## config.mk

```make
export PLATFORM = sky130hd
export DESIGN_NAME = pwm_channel_ctrl
export DESIGN_NICKNAME = d
export VERILOG_FILES = /design/src/rtl/pwm_channel_ctrl.sv
export SDC_FILE = /design/constraint.sdc
export NUM_CORES = 1
export LEC_CHECK = 0
export BUFFER_PORTS_ARGS = -buffer_cell sky130_fd_sc_hd__buf_2
export CAP_MARGIN = 40
export CORE_AREA = 3 3 113 115
export CTS_BUF_LIST = sky130_fd_sc_hd__clkbuf_4
export DETAILED_ROUTE_END_ITERATION = 8
export DIE_AREA = 0 0 116 118
export PLACE_DENSITY = 0.92
export SETUP_SLACK_MARGIN = 0.5
export SLEW_MARGIN = 20
export SYNTH_ARGS = -nofsm -noshare
export SYNTH_HDL_FRONTEND = slang
export SYNTH_SLANG_ARGS = --single-unit
```

## constraint.sdc

```tcl
create_clock -name clk -period 7.9 [get_ports clk]
set_input_delay 1.58 -clock clk [delete_from_list [all_inputs] [get_ports clk]]
set_output_delay 1.58 -clock clk [all_outputs]
set_load 0.02 [all_outputs]
```

## src/rtl/pwm_channel_ctrl.sv

```systemverilog
// pwm_channel_ctrl: control stage for one PWM channel next to a flex_counter.
// Ports:
//   clk, rst            - clock, asynchronous active-high reset
//   cfg_enable          - level: run channel (0 stops at end of current period)
//   cfg_oneshot         - run a single period, then stop
//   cfg_period/duty/pol - requested waveform (period 0 is invalid)
//   cfg_update          - pulse: capture cfg_* into staging
//   cnt_value           - counter count_out
//   cnt_rollover        - counter rollover_flag
//   cnt_clear/enable    - counter control (registered)
//   cnt_rollover_val    - active period to counter (registered)
//   pwm_out             - PWM waveform (registered, 1-cycle lag from cnt_value)
//   period_done         - 1-cycle pulse after each completed period
//   busy                - high in START/RUN/STOP
//   update_pending      - staged values waiting for a period boundary
module pwm_channel_ctrl #(
    parameter int unsigned NUM_CNT_BITS = 32
) (
    input  logic                    clk,
    input  logic                    rst,
    input  logic                    cfg_enable,
    input  logic                    cfg_oneshot,
    input  logic [NUM_CNT_BITS-1:0] cfg_period,
    input  logic [NUM_CNT_BITS-1:0] cfg_duty,
    input  logic                    cfg_polarity,
    input  logic                    cfg_update,
    input  logic [NUM_CNT_BITS-1:0] cnt_value,
    input  logic                    cnt_rollover,
    output logic                    cnt_clear,
    output logic                    cnt_enable,
    output logic [NUM_CNT_BITS-1:0] cnt_rollover_val,
    output logic                    pwm_out,
    output logic                    period_done,
    output logic                    busy,
    output logic                    update_pending
);

    localparam int unsigned W = NUM_CNT_BITS;

    typedef enum logic [1:0] {
        S_IDLE  = 2'd0,
        S_START = 2'd1,
        S_RUN   = 2'd2,
        S_STOP  = 2'd3
    } state_t;

    state_t         state_q, state_d;
    logic [W-1:0]   active_period_q, active_period_d;
    logic [W-1:0]   active_duty_q, active_duty_d;
    logic           active_pol_q, active_pol_d;
    logic [W-1:0]   stage_period_q, stage_period_d;
    logic [W-1:0]   stage_duty_q, stage_duty_d;
    logic           stage_pol_q, stage_pol_d;
    logic           update_pending_q, update_pending_d;
    logic           cnt_clear_q, cnt_clear_d;
    logic           cnt_enable_q, cnt_enable_d;
    logic           pwm_q, pwm_d;
    logic           period_done_q, period_done_d;
    logic           busy_q, busy_d;

    // State and buffer registers.
    always_ff @(posedge clk or posedge rst) begin
        if (rst) begin
            state_q          <= S_IDLE;
            active_period_q  <= '0;
            active_duty_q    <= '0;
            active_pol_q     <= 1'b0;
            stage_period_q   <= '0;
            stage_duty_q     <= '0;
            stage_pol_q      <= 1'b0;
            update_pending_q <= 1'b0;
            cnt_clear_q      <= 1'b1;
            cnt_enable_q     <= 1'b0;
            pwm_q            <= 1'b0;
            period_done_q    <= 1'b0;
            busy_q           <= 1'b0;
        end else begin
            state_q          <= state_d;
            active_period_q  <= active_period_d;
            active_duty_q    <= active_duty_d;
            active_pol_q     <= active_pol_d;
            stage_period_q   <= stage_period_d;
            stage_duty_q     <= stage_duty_d;
            stage_pol_q      <= stage_pol_d;
            update_pending_q <= update_pending_d;
            cnt_clear_q      <= cnt_clear_d;
            cnt_enable_q     <= cnt_enable_d;
            pwm_q            <= pwm_d;
            period_done_q    <= period_done_d;
            busy_q           <= busy_d;
        end
    end

    // Next-state, buffer update and output decode.
    always_comb begin
        state_d          = state_q;
        active_period_d  = active_period_q;
        active_duty_d    = active_duty_q;
        active_pol_d     = active_pol_q;
        stage_period_d   = stage_period_q;
        stage_duty_d     = stage_duty_q;
        stage_pol_d      = stage_pol_q;
        update_pending_d = update_pending_q;
        period_done_d    = 1'b0;

        case (state_q)
            S_IDLE: begin
                if (cfg_enable && (cfg_period != '0)) begin
                    active_period_d  = cfg_period;
                    active_duty_d    = cfg_duty;
                    active_pol_d     = cfg_polarity;
                    update_pending_d = 1'b0;
                    state_d          = S_START;
                end
            end
            S_START: begin
                state_d = S_RUN;
            end
            S_RUN: begin
                if (cnt_rollover) begin
                    period_done_d = 1'b1;
                    if (update_pending_q) begin
                        // A staged period of 0 is dropped; the running config stays.
                        if (stage_period_q != '0) begin
                            active_period_d = stage_period_q;
                            active_duty_d   = stage_duty_q;
                            active_pol_d    = stage_pol_q;
                        end
                        update_pending_d = 1'b0;
                    end
                    if (cfg_oneshot || !cfg_enable) begin
                        state_d = S_STOP;
                    end
                end
            end
            S_STOP: begin
                state_d = S_IDLE;
            end
            default: begin
                state_d = S_IDLE;
            end
        endcase

        // A capture coinciding with a boundary wins the pending flag for the next one.
        if (cfg_update) begin
            stage_period_d   = cfg_period;
            stage_duty_d     = cfg_duty;
            stage_pol_d      = cfg_polarity;
            update_pending_d = 1'b1;
        end

        // Counter controls are registered from the next state so they track the FSM.
        cnt_clear_d  = (state_d == S_IDLE) || (state_d == S_STOP);
        cnt_enable_d = (state_d == S_START) || (state_d == S_RUN);
        busy_d       = (state_d != S_IDLE);

        pwm_d = active_pol_q ^ ((state_q == S_RUN) && (cnt_value != '0)
                                && (cnt_value <= active_duty_q));
    end

    assign cnt_clear        = cnt_clear_q;
    assign cnt_enable       = cnt_enable_q;
    assign cnt_rollover_val = active_period_q;
    assign pwm_out          = pwm_q;
    assign period_done      = period_done_q;
    assign busy             = busy_q;
    assign update_pending   = update_pending_q;

endmodule
```

==> results of run 1 <==
[cell usage in the layout (no fill, tap or decap), types with 2 or more instances in the layout]
master and instances:
sky130_fd_sc_hd__a21oi_1 16, sky130_fd_sc_hd__a21oi_2 65, sky130_fd_sc_hd__a221o_1 2, sky130_fd_sc_hd__buf_12 2, sky130_fd_sc_hd__buf_2 140, sky130_fd_sc_hd__buf_4 3, sky130_fd_sc_hd__clkbuf_4 18, sky130_fd_sc_hd__clkinv_1 4
sky130_fd_sc_hd__clkinv_2 4, sky130_fd_sc_hd__clkinv_4 3, sky130_fd_sc_hd__clkinvlp_4 3, sky130_fd_sc_hd__dfrtp_1 137, sky130_fd_sc_hd__ha_1 34, sky130_fd_sc_hd__inv_1 39, sky130_fd_sc_hd__mux2_2 65, sky130_fd_sc_hd__mux2i_1 66
sky130_fd_sc_hd__nand2_1 8, sky130_fd_sc_hd__nand3_1 4, sky130_fd_sc_hd__nand4_1 14, sky130_fd_sc_hd__nor2_1 35, sky130_fd_sc_hd__nor2_2 5, sky130_fd_sc_hd__nor2_4 30, sky130_fd_sc_hd__nor4_1 25, sky130_fd_sc_hd__o211ai_1 2
sky130_fd_sc_hd__o21ai_0 4
[cell families after synthesis]
kind of cell               after synthesis
and+or+nand+nor                        127
DFF                                    138
adders and majority gates               35
buffers and inverters                   69
AOI/OAI and AO/OA                      100
muxes                                  131
[synth_stat cells (2+ instances only)]
cell	number	area (um2)
sky130_fd_sc_hd__nand2_1	8	30.0
sky130_fd_sc_hd__nand3_1	4	20.0
sky130_fd_sc_hd__nor4_1	25	156
sky130_fd_sc_hd__mux2i_1	66	661
sky130_fd_sc_hd__buf_2	4	20.0
sky130_fd_sc_hd__mux2_2	65	732
sky130_fd_sc_hd__inv_1	40	150
sky130_fd_sc_hd__o21ai_0	4	20.0
sky130_fd_sc_hd__dfrtp_1	137	3430
sky130_fd_sc_hd__o211ai_1	2	15.0
sky130_fd_sc_hd__nor2_4	30	338
sky130_fd_sc_hd__nor2_1	35	131
sky130_fd_sc_hd__ha_1	35	438
sky130_fd_sc_hd__nor2_2	5	31.3
sky130_fd_sc_hd__a221o_1	2	20.0
sky130_fd_sc_hd__buf_6	9	101
sky130_fd_sc_hd__nand4_1	14	87.6
sky130_fd_sc_hd__buf_8	3	45.0
sky130_fd_sc_hd__a21oi_1	16	80.1
sky130_fd_sc_hd__clkbuf_1	12	45.0
sky130_fd_sc_hd__a21oi_2	65	569
[final timing paths]
path | cells past startpoint | from | slack (ns) | end
max | 8 | cfg_period[0] | 4.76 | active_duty_q[3]
min reg2reg | 1 | stage_duty_q[27] | 0.52 | stage_duty_q[27]
min in group asynchronous | 2 | rst | 1.02 | stage_duty_q[25]
min | 1 | stage_duty_q[27] | 0.52 | stage_duty_q[27]
max in group asynchronous | 4 | rst | 5.71 | cnt_clear
max reg2reg | 7 | state_q[0] | 5.03 | active_duty_q[3]
[registers in the layout, indices dropped and copies added, names as in the netlist]
register,flops
active_duty_q,32
active_pol_q,1
busy,1
cnt_clear,1
cnt_enable,1
cnt_rollover_val,32
period_done,1
pwm_out,1
stage_duty_q,32
stage_period_q,32
stage_pol_q,1
state_q,2
update_pending,1
[where the power goes]
group          switching (W)  total, W  internal [W]
Sequential          0.000166   0.00110      0.000938
Combinational       0.000938   0.00156      0.000627
Clock               0.000261  0.000383      0.000122
Total                0.00137   0.00305       0.00169
[worst reg2reg max path, delay by kind of cell (launching register included)]
kind                       cells  cell delay (ns)
AOI/OAI and AO/OA              2             0.41
adders and majority gates      1             0.61
buffers and inverters          2             0.77
DFF                            1             0.40
muxes                          1             0.28
and+or+nand+nor                1             0.34
[per-layer routing]
| layer | vias up | wire, um | GRT usage (%) |
|---|---|---|---|
| met4 | 0 | 213 | 7.32 |
| met1 | 2494 | 6330 | 28.6 |
| li1 | 2411 | - | - |
| met2 | 157 | 7940 | 40.2 |
| met5 | - | 0 | 0 |
| met3 | 22 | 1040 | 7.10 |
[through the flow]
stage          hold slack, ns  utilization (%)  worst slack, ns
6_report                0.518             69.6             4.76
5_1_grt                 0.532             69.6             4.76
4_1_cts                 0.520             69.5             4.81
3_5_place_dp            0.495             67.6             4.22
3_3_place_gp            0.489             67.4             4.33
2_1_floorplan           0.480                -             2.63
[cell type report]
cell class / count / area (um2)
multi-input combinational: 393 / 3490
clock buffer: 18 / 135
tap: 147 / 184
timing repair buffer: 146 / 791
inverter: 40 / 155
clock inverter: 14 / 83.8
fill: 841 / 3620
sequential: 138 / 3450
==> impl_table.tex, run 1 <==
\begin{tabular}{lr}
\hline
Metric & Value \\
\hline
\multicolumn{2}{l}{\textbf{Synth}} \\
\quad Synthesis Warnings & 0 \\
\quad Avg Cell Area, Syn & about 12 um2 \\
\quad Post-Synth Adder-Cell Area & 6.00\% \\
\quad XOR/XNOR share of the synthesized area & 0\% \\
\quad Count of flip-flops with a built-in enable after synthesis & 0 \\
\quad Simple-gate share of the synthesized area & 11.5\% \\
\quad Netlist area before placement & about 7300 um2 \\
\quad Synthesized-area fraction occupied by ao, oa, aoi and oai cells & 11.1\% \\
\quad Unique cell type count in the Yosys netlist & 40 \\
\quad Flip-flop cell with the highest count after synthesis & sky130\_fd\_sc\_hd\_\_dfrtp\_1 \\
\quad Cells after Synth & 600 \\
\quad Share of synthesized flip-flops with an asynchronous set or reset & 100\% \\
\quad Sequential share of the synthesized area & roughly 47\% \\
\quad Mux share of post-synthesis cell area & 19.1\% \\
\quad Total of flip-flops plus latches after synthesis & 138 \\
\quad Largest family of logic cells by synthesized area & multiplexers \\
\quad Synthesized net count & between 700 and 800 \\
\multicolumn{2}{l}{\textbf{STA}} \\
\quad Crit share post-route & 39.7\% \\
\quad Setup\_tns & 0 ns \\
\quad F\_max & roughly 320 MHz \\
\quad Unrepaired setup endpoints after global routing & false \\
\quad Final slew viol count & 0 \\
\quad Slew Limit Headroom & 34.8\% \\
\quad Hold Fails Final Rpt & 0 \\
\quad Count of endpoints failing setup in the final report & 0 \\
\quad Max Clock Skew & just over 0.02 ns \\
\quad Minimum clock period after layout & about 3.1 ns \\
\quad Transition time at the pin with the least slew margin & a little under 1 ns \\
\multicolumn{2}{l}{\textbf{Routing}} \\
\quad Vias after detailed routing & around 5100 \\
\quad Routed wire per std cell & 17.3 um \\
\quad Total Routed Length & 15500 um \\
\quad Residual antenna-violating net count after detailed routing & 0 \\
\quad Remaining routing DRC violations & 0 \\
\quad Initial DRC Count & 260 \\
\quad Per-cell via count in the routed design & 5.67 \\
\quad Detailed Routing Iterations Pass 1 & 4 \\
\multicolumn{2}{l}{\textbf{Run}} \\
\quad \# Max-Cap Violations & 0 \\
\multicolumn{2}{l}{\textbf{Setup path}} \\
\quad Number of buffer and inverter instances along the worst setup path & 2 \\
\quad Worst Path Class, Setup & primary input to flip-flop \\
\quad Arrival time reported for the critical path endpoint & roughly 3.6 ns \\
\quad Critical path cell sequence & buf\_2, nor4\_1, nand4\_1, o21ai\_2, a221oi\_4, buf\_12, nor2\_1, a21oi\_2 \\
\quad Family with the most delay on the worst path & simple AND/OR/NAND/NOR gates \\
\quad Critical Path RT & 8.33 ns \\
\quad Capturing element type of the critical path & flip-flop \\
\quad Maximum fanout along the worst path & 130 \\
\quad Sort of element at the start of the critical path & primary input \\
\quad Maximum cell stage delay along the critical path & 0.50 ns \\
\quad Cell type of the slowest stage on the worst timing path & sky130\_fd\_sc\_hd\_\_nor4\_1 \\
\multicolumn{2}{l}{\textbf{Clock network}} \\
\quad Worst-skew pair later-pin latency & 0.57 ns \\
\quad Post-CTS Repair Setup Buffers & 0 \\
\quad CTS Sinks & 138 \\
\quad Clock Tree Buf Depth & 2 \\
\quad Htree depth & 4 \\
\quad CTS root buffer & sky130\_fd\_sc\_hd\_\_clkbuf\_4 \\
\quad Total clock buffers created by CTS & 17 \\
\quad Post-cts resize count & 0 \\
\quad Clock transition time at the flip-flop clock pins of the worst setup and hold paths & between 0.1 and 0.15 ns \\
\quad Post-CTS Hold Fix Bufs & 0 \\
\quad CTS tree & done \\
\multicolumn{2}{l}{\textbf{Die}} \\
\quad Area enclosed by the die boundary & 13700 um2 \\
\quad Num ports & around 140 \\
\quad Effective utilization at floorplan & a little over 60\% \\
\quad Core Region & 11900 um2 \\
\quad Die extent in x & 116 um \\
\quad Height of the chip & 118 um \\
\quad Row cnt & 40 \\
\multicolumn{2}{l}{\textbf{Global route}} \\
\quad Global-route wire length before repair & $\sim$25000 um \\
\quad Largest net degree at the start of global routing & 131 \\
\quad Via count of the first global-routing pass & 5354 \\
\quad Initial antenna violation count & 0 \\
\quad Gr usage total & 23.6\% \\
\quad GRT Residual Overflow & 0 \\
\multicolumn{2}{l}{\textbf{Min path}} \\
\quad Class of the tightest hold or removal check & flip-flop to flip-flop \\
\multicolumn{2}{l}{\textbf{Power and ir drop}} \\
\quad Peak supply drop & $\sim$0.00042 V \\
\quad Total leakage power & 3.73 nW \\
\quad Pwr Total & roughly 0.0031 W \\
\quad Power per Cell Area & 368 nW/um2 \\
\multicolumn{2}{l}{\textbf{Placed design}} \\
\quad Number of buffers inserted by port buffering & 140 \\
\quad Final weighted congestion in routability-driven placement & approximately 0.86 \\
\quad Placed Cells incl. Taps & 863 \\
\quad Post-placement cell area & 8050 um2 \\
\quad Placed wire-length estimate & 11100 um \\
\multicolumn{2}{l}{\textbf{Layout}} \\
\quad Antenna Cells & 0 \\
\quad Final instance area & approximately 8300 um2 \\
\quad Fraction of final layout cells with drive strength greater than 1 & between 40 and 50\% \\
\quad Area grow syn2layout & 13.6\% \\
\quad Post-layout nets & between 800 and 900 \\
\quad Final cell count without fillers & 896 \\
\multicolumn{2}{l}{\textbf{Run status}} \\
\quad Result of the run & complete, no violations \\
\hline
\end{tabular}
Power figures use the tool's default switching activity.
==> run 2: changes to the inputs <==
--- a/config.mk
+++ b/config.mk
@@ -7,11 +7,11 @@
 export LEC_CHECK = 0
 export BUFFER_PORTS_ARGS = -buffer_cell sky130_fd_sc_hd__buf_2
 export CAP_MARGIN = 40
-export CORE_AREA = 3 3 113 115
+export CORE_AREA = 3 3 117 119
 export CTS_BUF_LIST = sky130_fd_sc_hd__clkbuf_4
 export DETAILED_ROUTE_END_ITERATION = 8
-export DIE_AREA = 0 0 116 118
-export PLACE_DENSITY = 0.92
+export DIE_AREA = 0 0 120 122
+export PLACE_DENSITY = 0.87
 export SETUP_SLACK_MARGIN = 0.5
 export SLEW_MARGIN = 20
 export SYNTH_ARGS = -nofsm -noshare
==> constraint.sdc (replaced) <==
create_clock -name clk -period 3.03 [get_ports clk]
set_input_delay 0.606 -clock clk [delete_from_list [all_inputs] [get_ports clk]]
set_output_delay 0.606 -clock clk [all_outputs]
set_load 0.02 [all_outputs]
==> run 2 against run 1 <==
Effect of this change: setup slack got worse by 4.0 ns; combinational power increased to 2.6 times the previous value; core utilization decreased by 3.8 points; clock skew decreased by 0.0041 ns; largest cell class unchanged; clock power increased to 2.7 times the previous value; critical endpoint is now pwm_out; critical path type is now flip-flop to flip-flop; clock-buffer cell count unchanged; flip-flop and latch count unchanged.
==> impl_table.tex, run 2 (synthesized netlist as in run 1, its figures left out) <==
\begin{tabular}{lr}
\hline
Metric & Value \\
\hline
\multicolumn{2}{l}{\textbf{Power and ir drop}} \\
\quad Peak supply drop & 0.000678 V \\
\quad Power per Cell Area & between 900 and 1000 nW/um2 \\
\quad Portion of total power attributed to the clock network & 12.8\% \\
\quad Pwr Total & 0.00797 W \\
\quad Total internal power & roughly 0.0045 W \\
\quad Total leakage power & 3.74 nW \\
\quad Power share of the sequential group & 36.0\% \\
\quad Switching part of the total & a little over two fifths \\
\quad Relative contribution of combinational cells to total power & a little over 50\% \\
\quad Net switching power figure & 0.00349 W \\
\multicolumn{2}{l}{\textbf{Die}} \\
\quad Height of the chip & 122 um \\
\quad Die extent in x & 120 um \\
\quad Core Region & 12700 um2 \\
\quad Effective utilization at floorplan & 57.6\% \\
\quad Row cnt & 41 \\
\quad Num ports & 141 \\
\quad Area enclosed by the die boundary & 14600 um2 \\
\multicolumn{2}{l}{\textbf{Routing}} \\
\quad Initial DRC Count & between 200 and 300 \\
\quad Detailed Routing Iterations Pass 1 & 4 \\
\quad Routed wire per std cell & about 17 um \\
\quad Remaining routing DRC violations & 0 \\
\quad Per-cell via count in the routed design & 5.51 \\
\quad Total Routed Length & approximately 15000 um \\
\quad Residual antenna-violating net count after detailed routing & 0 \\
\quad Vias after detailed routing & slightly above 5000 \\
\multicolumn{2}{l}{\textbf{Clock network}} \\
\quad CTS Sinks & 138 \\
\quad Htree depth & 4 \\
\quad Clock Tree Buf Depth & 2 \\
\quad Post-CTS Repair Setup Buffers & 0 \\
\quad Post-cts resize count & 0 \\
\quad Worst-skew pair later-pin latency & between 0.5 and 0.6 ns \\
\quad Clock transition time at the flip-flop clock pins of the worst setup and hold paths & about 0.12 ns \\
\quad Total clock buffers created by CTS & 17 \\
\quad Post-CTS Hold Fix Bufs & 0 \\
\quad CTS root buffer & sky130\_fd\_sc\_hd\_\_clkbuf\_4 \\
\quad CTS tree & done \\
\multicolumn{2}{l}{\textbf{Min path}} \\
\quad Class of the tightest hold or removal check & primary input to async pin \\
\multicolumn{2}{l}{\textbf{Placed design}} \\
\quad Final weighted congestion in routability-driven placement & 0.845 \\
\quad Number of buffers inserted by port buffering & between 100 and 150 \\
\quad Placed wire-length estimate & 11300 um \\
\quad Post-placement cell area & 8120 um2 \\
\quad Pre-CTS worst setup slack & approximately 0.48 ns \\
\multicolumn{2}{l}{\textbf{Layout}} \\
\quad Total area of multi-input combinational cells & around 3500 um2 \\
\quad Commonest cells after routing, fill and taps aside & sky130\_fd\_sc\_hd\_\_buf\_2 (140), sky130\_fd\_sc\_hd\_\_dfrtp\_1 (137), sky130\_fd\_sc\_hd\_\_mux2i\_1 (66) \\
\quad FF+latch area & 3450 um2 \\
\quad Commonest non-fill, non-tap cell in the layout & sky130\_fd\_sc\_hd\_\_buf\_2 \\
\quad Area grow syn2layout & 14.2\% \\
\quad Antenna Cells & 0 \\
\quad Final instance area & 8340 um2 \\
\quad Fraction of final layout cells with drive strength greater than 1 & 45.6\% \\
\quad Fillcell total & 1006 \\
\quad Post-layout nets & 875 \\
\multicolumn{2}{l}{\textbf{Setup path}} \\
\quad Arrival time reported for the critical path endpoint & between 2 and 3 ns \\
\quad R2r setup slk & 0.75 ns \\
\quad Maximum fanout along the worst path & 4 \\
\quad Beginning of the worst register-to-register path & active\_duty\_q[30] \\
\quad Worst flop-to-flop path endpoint & pwm\_out \\
\quad Capturing instance or port of the critical path & pwm\_out \\
\quad Critical Path RT & 3.53 ns \\
\quad Capturing element type of the critical path & flip-flop \\
\quad Worst Path Class, Setup & flip-flop to flip-flop \\
\quad Timing startpoint of the critical path & active\_duty\_q[30] \\
\quad Worst reg-to-reg path cell count & 8 \\
\quad Sort of element at the start of the critical path & flip-flop \\
\multicolumn{2}{l}{\textbf{STA}} \\
\quad Final slew viol count & 0 \\
\quad Hold Fails Final Rpt & 0 \\
\quad Count of endpoints failing setup in the final report & 0 \\
\quad Minimum clock period after layout & around 2.3 ns \\
\quad Setup\_tns & 0 ns \\
\quad Transition time at the pin with the least slew margin & 0.760 ns \\
\quad Worst setup margin & 0.753 ns \\
\quad Crit share post-route & 75.1\% \\
\quad Unrepaired setup endpoints after global routing & false \\
\quad Max Clock Skew & 0.0164 ns \\
\quad F\_max & 439 MHz \\
\quad Slew Limit Headroom & 49.3\% \\
\multicolumn{2}{l}{\textbf{Global route}} \\
\quad Initial antenna violation count & 0 \\
\quad GRT Residual Overflow & 0 \\
\quad Via count of the first global-routing pass & 5442 \\
\quad Global-route wire length before repair & 25500 um \\
\quad Gr usage total & 22.0\% \\
\quad Largest net degree at the start of global routing & 139 \\
\multicolumn{2}{l}{\textbf{Run}} \\
\quad \# Max-Cap Violations & 0 \\
\multicolumn{2}{l}{\textbf{Run status}} \\
\quad Result of the run & complete, no violations \\
\hline
\end{tabular}
## run 2: per-stage QoR
step                      hold slack, ns  cells  utilization, %
final                              0.230    922            65.8
after global routing               0.260    922            65.8
after CTS                          0.238    922            65.8
after detailed placement           0.495    890            64.1
after global placement             0.489    890            64.1
after floorplan                    0.480    600               -
## run 2: area by class of cell
class	instances	share of cell area (%)
repair buffers	147	9.63
clock inverters	14	1.05
inverters	40	1.85
multi-input cells	393	41.8
well taps	172	2.58
flip-flops and latches	138	41.4
clock buffers	18	1.62
## run 2: critical path, cell delays in order, from the launching register on
cell and delay, ns:
sky130_fd_sc_hd__dfrtp_1 0.40, sky130_fd_sc_hd__inv_1 0.07, sky130_fd_sc_hd__ha_1 0.31, sky130_fd_sc_hd__nand4_1 0.20, sky130_fd_sc_hd__nor4_2 0.48, sky130_fd_sc_hd__nand3_1 0.18
sky130_fd_sc_hd__or3_1 0.34, sky130_fd_sc_hd__o211ai_1 0.11, sky130_fd_sc_hd__a211o_1 0.13
## run 2: power by group through the flow
stage	Sequential, W	Clock [W]	Combinational [W]
2_1_floorplan	0.00314	0	0.00310
3_3_place_gp	0.00288	0	0.00393
3_5_place_dp	0.00291	0	0.00412
4_1_cts	0.00288	0.00106	0.00413
5_1_grt	0.00295	0.00113	0.00450
6_report	0.00287	0.00102	0.00408
## run 2: worst min path at each step
stage                           startpoint              endpoint  slack, ns  cells after the start
after global placement         stage_pol_q           stage_pol_q       0.49                      1
after CTS                     cfg_duty[13]      stage_duty_q[13]       0.24                      2
after floorplan           stage_duty_q[10]      stage_duty_q[10]       0.48                      1
final                                  rst  cnt_rollover_val[25]       0.23                      3
after detailed placement   stage_duty_q[2]       stage_duty_q[2]       0.50                      1
after global routing          cfg_duty[10]      stage_duty_q[10]       0.26                      2
## run 2: routing by layer
layer | vias up | part of all wire, % | global-route usage [%] | wire [um]
met4 | 0 | 1.9 | 8.30 | 295
li1 | 2423 | - | - | -
met2 | 145 | 50 | 37.2 | 7550
met5 | - | 0 | 0 | 0
met1 | 2487 | 42 | 27.0 | 6360
met3 | 27 | 6.8 | 5.99 | 1040
==> run 3: changes to the inputs <==
==> constraint.sdc (replaced) <==
create_clock -name clk -period 2.1 [get_ports clk]
set_input_delay 0.42 -clock clk [delete_from_list [all_inputs] [get_ports clk]]
set_output_delay 0.42 -clock clk [all_outputs]
set_load 0.02 [all_outputs]
==> run 3 against run 2 <==
Effect of this change: setup slack worse by 0.84 ns; global-route usage grew 6.7 points; register-to-register slack worse by 0.84 ns; critical path depth stayed put; critical endpoint unchanged; via count rose by 18%; core utilization increased by 17 points; clock power up 72%; highest routed layer unchanged; total power increased by 120%; combinational power grew to 2.7 times the previous value; the run now ends with setup timing left; cell count increased by 12%; non-clock buffer count rose by 112; die area stayed put.
==> impl_table.tex, run 3 (synthesized netlist as in run 1, its figures left out) <==
\begin{tabular}{lr}
\hline
Metric & Value \\
\hline
\multicolumn{2}{l}{\textbf{Clock network}} \\
\quad Worst-skew pair later-pin latency & 0.58 ns \\
\quad CTS Sinks & 138 \\
\quad Total clock buffers created by CTS & 17 \\
\quad Clock transition time at the flip-flop clock pins of the worst setup and hold paths & 0.14 ns \\
\quad CTS root buffer & sky130\_fd\_sc\_hd\_\_clkbuf\_4 \\
\quad Htree depth & 4 \\
\quad CTS tree & done \\
\quad Clock Tree Buf Depth & 2 \\
\multicolumn{2}{l}{\textbf{STA}} \\
\quad F\_max & 458 MHz \\
\quad Slew Limit Headroom & 61.6\% \\
\quad Transition time at the pin with the least slew margin & 0.570 ns \\
\quad Worst setup margin & -0.0857 ns \\
\quad Crit share post-route & 104\% \\
\quad Final slew viol count & 0 \\
\quad Count of endpoints failing setup in the final report & 1 \\
\quad Minimum clock period after layout & 2.19 ns \\
\quad Hold Fails Final Rpt & 0 \\
\quad Min Hold Slack & 0.0732 ns \\
\quad Max Clock Skew & 0.0234 ns \\
\quad Unrepaired setup endpoints after global routing & true \\
\multicolumn{2}{l}{\textbf{Die}} \\
\quad Height of the chip & 122 um \\
\quad Area enclosed by the die boundary & 14600 um2 \\
\quad Effective utilization at floorplan & 57.6\% \\
\quad Die extent in x & 120 um \\
\quad Core Region & 12700 um2 \\
\quad Num ports & $\sim$140 \\
\quad Row cnt & 41 \\
\multicolumn{2}{l}{\textbf{Layout}} \\
\quad Final cell count without fillers & roughly 1000 \\
\quad Final core utilization & 82.6\% \\
\quad Final instance area & 10500 um2 \\
\quad Antenna Cells & 0 \\
\quad Post-layout nets & slightly below 1000 \\
\quad Commonest non-fill, non-tap cell in the layout & sky130\_fd\_sc\_hd\_\_dfrtp\_1 \\
\quad Area grow syn2layout & 43.4\% \\
\quad Fraction of final layout cells with drive strength greater than 1 & about 60\% \\
\quad Commonest cells after routing, fill and taps aside & sky130\_fd\_sc\_hd\_\_dfrtp\_1 (137), sky130\_fd\_sc\_hd\_\_buf\_2 (115), sky130\_fd\_sc\_hd\_\_buf\_4 (80) \\
\multicolumn{2}{l}{\textbf{Power and ir drop}} \\
\quad Total leakage power & 4.60 nW \\
\quad Power per Cell Area & 1640 nW/um2 \\
\quad Peak supply drop & 0.000986 V \\
\multicolumn{2}{l}{\textbf{Setup path}} \\
\quad Worst reg-to-reg path cell count & 8 \\
\quad Capturing instance or port of the critical path & pwm\_out \\
\quad Worst flop-to-flop path endpoint & pwm\_out \\
\quad R2r setup slk & -0.09 ns \\
\quad Arrival time reported for the critical path endpoint & 2.72 ns \\
\quad Maximum fanout along the worst path & 2 \\
\quad Capturing element type of the critical path & flip-flop \\
\quad Beginning of the worst register-to-register path & active\_duty\_q[18] \\
\quad Critical Path RT & 2.63 ns \\
\quad Worst Path Class, Setup & flip-flop to flip-flop \\
\quad Timing startpoint of the critical path & active\_duty\_q[18] \\
\quad Sort of element at the start of the critical path & flip-flop \\
\multicolumn{2}{l}{\textbf{Routing}} \\
\quad Per-cell via count in the routed design & 5.81 \\
\quad Initial DRC Count & 443 \\
\quad Vias after detailed routing & 6012 \\
\quad Remaining routing DRC violations & 0 \\
\quad Residual antenna-violating net count after detailed routing & 0 \\
\quad Routed wire per std cell & $\sim$22 um \\
\quad Detailed Routing Iterations Pass 1 & 5 \\
\quad Total Routed Length & 22600 um \\
\multicolumn{2}{l}{\textbf{Run status}} \\
\quad Result of the run & finished with violations \\
\quad Failing checks & setup timing \\
\multicolumn{2}{l}{\textbf{Placed design}} \\
\quad Placed Cells incl. Taps & between 900 and 1000 \\
\quad Post-placement cell area & 8360 um2 \\
\quad Final weighted congestion in routability-driven placement & around 0.85 \\
\quad Number of buffers inserted by port buffering & between 100 and 150 \\
\quad Placed wire-length estimate & 11800 um \\
\quad Pre-CTS worst setup slack & -0.149 ns \\
\multicolumn{2}{l}{\textbf{Min path}} \\
\quad Class of the tightest hold or removal check & primary input to flip-flop \\
\multicolumn{2}{l}{\textbf{Global route}} \\
\quad Gr usage total & between 20\% and 30\% \\
\quad Largest net degree at the start of global routing & 67 \\
\quad Global-route wire length before repair & 32200 um \\
\quad Via count of the first global-routing pass & 6224 \\
\quad GRT Residual Overflow & 0 \\
\quad Initial antenna violation count & 0 \\
\multicolumn{2}{l}{\textbf{Run}} \\
\quad \# Max-Cap Violations & 0 \\
\hline
\end{tabular}
## run 3: cell types whose count changed in the layout (fill, tap and decap cells not counted), moves of 9 or more
cell	delta
sky130_fd_sc_hd__buf_6	+29
sky130_fd_sc_hd__ha_4	+9
sky130_fd_sc_hd__ha_1	-9
sky130_fd_sc_hd__nor4_1	-10
sky130_fd_sc_hd__buf_12	+9
sky130_fd_sc_hd__buf_16	+11
sky130_fd_sc_hd__buf_4	+77
sky130_fd_sc_hd__nor2_4	+34
sky130_fd_sc_hd__buf_2	-25
sky130_fd_sc_hd__nor2_1	-30
## run 3: worst min path at each step
stage	start	end	slack (ns)	depth (start not counted)
2_1_floorplan	stage_duty_q[10]	stage_duty_q[10]	0.48	1
3_3_place_gp	rst	cnt_rollover_val[2]	0.46	2
3_5_place_dp	rst	cnt_rollover_val[3]	0.47	2
4_1_cts	cfg_duty[9]	stage_duty_q[9]	0.05	2
5_1_grt	cfg_duty[4]	stage_duty_q[4]	0.05	2
6_report	cfg_duty[18]	stage_duty_q[18]	0.07	2
## run 3: cell type report
type / instances / area (um2)
Clock buffer: 19 / 143
Clock inverter: 13 / 128
Multi-Input combinational cell: 393 / 4050
Tap cell: 172 / 215
Sequential cell: 138 / 3450
Fill cell: 629 / 2200
Timing Repair Buffer: 259 / 2320
Inverter: 40 / 154
## run 3: metal layers
| layer | part of all wire, % | up-vias | global-route usage (%) |
|---|---|---|---|
| li1 | - | 2650 | - |
| met1 | 38 | 3009 | 33.4 |
| met2 | 51 | 286 | 49.3 |
| met3 | 6.9 | 67 | 7.71 |
| met4 | 4.0 | 0 | 13.7 |
| met5 | 0 | - | 0 |
## run 3: worst max-delay path: stages (launching register included)
cell,delay (ns)
sky130_fd_sc_hd__dfrtp_1,0.45
sky130_fd_sc_hd__inv_2,0.07
sky130_fd_sc_hd__ha_4,0.27
sky130_fd_sc_hd__nand4_1,0.18
sky130_fd_sc_hd__nor4_4,0.43
sky130_fd_sc_hd__nand3_1,0.13
sky130_fd_sc_hd__or3_1,0.34
sky130_fd_sc_hd__o211ai_1,0.13
sky130_fd_sc_hd__a211o_1,0.13
## run 3: repair_timing
item,in CTS,in global routing
buffers inserted,49,31
setup endpoints to repair,102,99
resized for setup,112,69
gates cloned,11,7
endpoints found under the hold margin,18,0
hold buffers,1,0
pin swaps,8,26
## run 3: stage by stage
step | total power [W] | setup TNS, ns
detailed placement | 0.0105 | -4.98
floorplan | 0.00928 | -5.52
global route | 0.0180 | -0.0811
CTS | 0.0151 | 0
finish | 0.0172 | -0.0857
global placement | 0.0101 | -3.01
## run 3: report_power, final
| part | total, W | switching (W) | internal (W) |
|---|---|---|---|
| registers | 0.00423 | 0.000707 | 0.00353 |
| clock network | 0.00175 | 0.00103 | 0.000719 |
| logic | 0.0112 | 0.00545 | 0.00573 |
| total | 0.0172 | 0.00719 | 0.00998 |
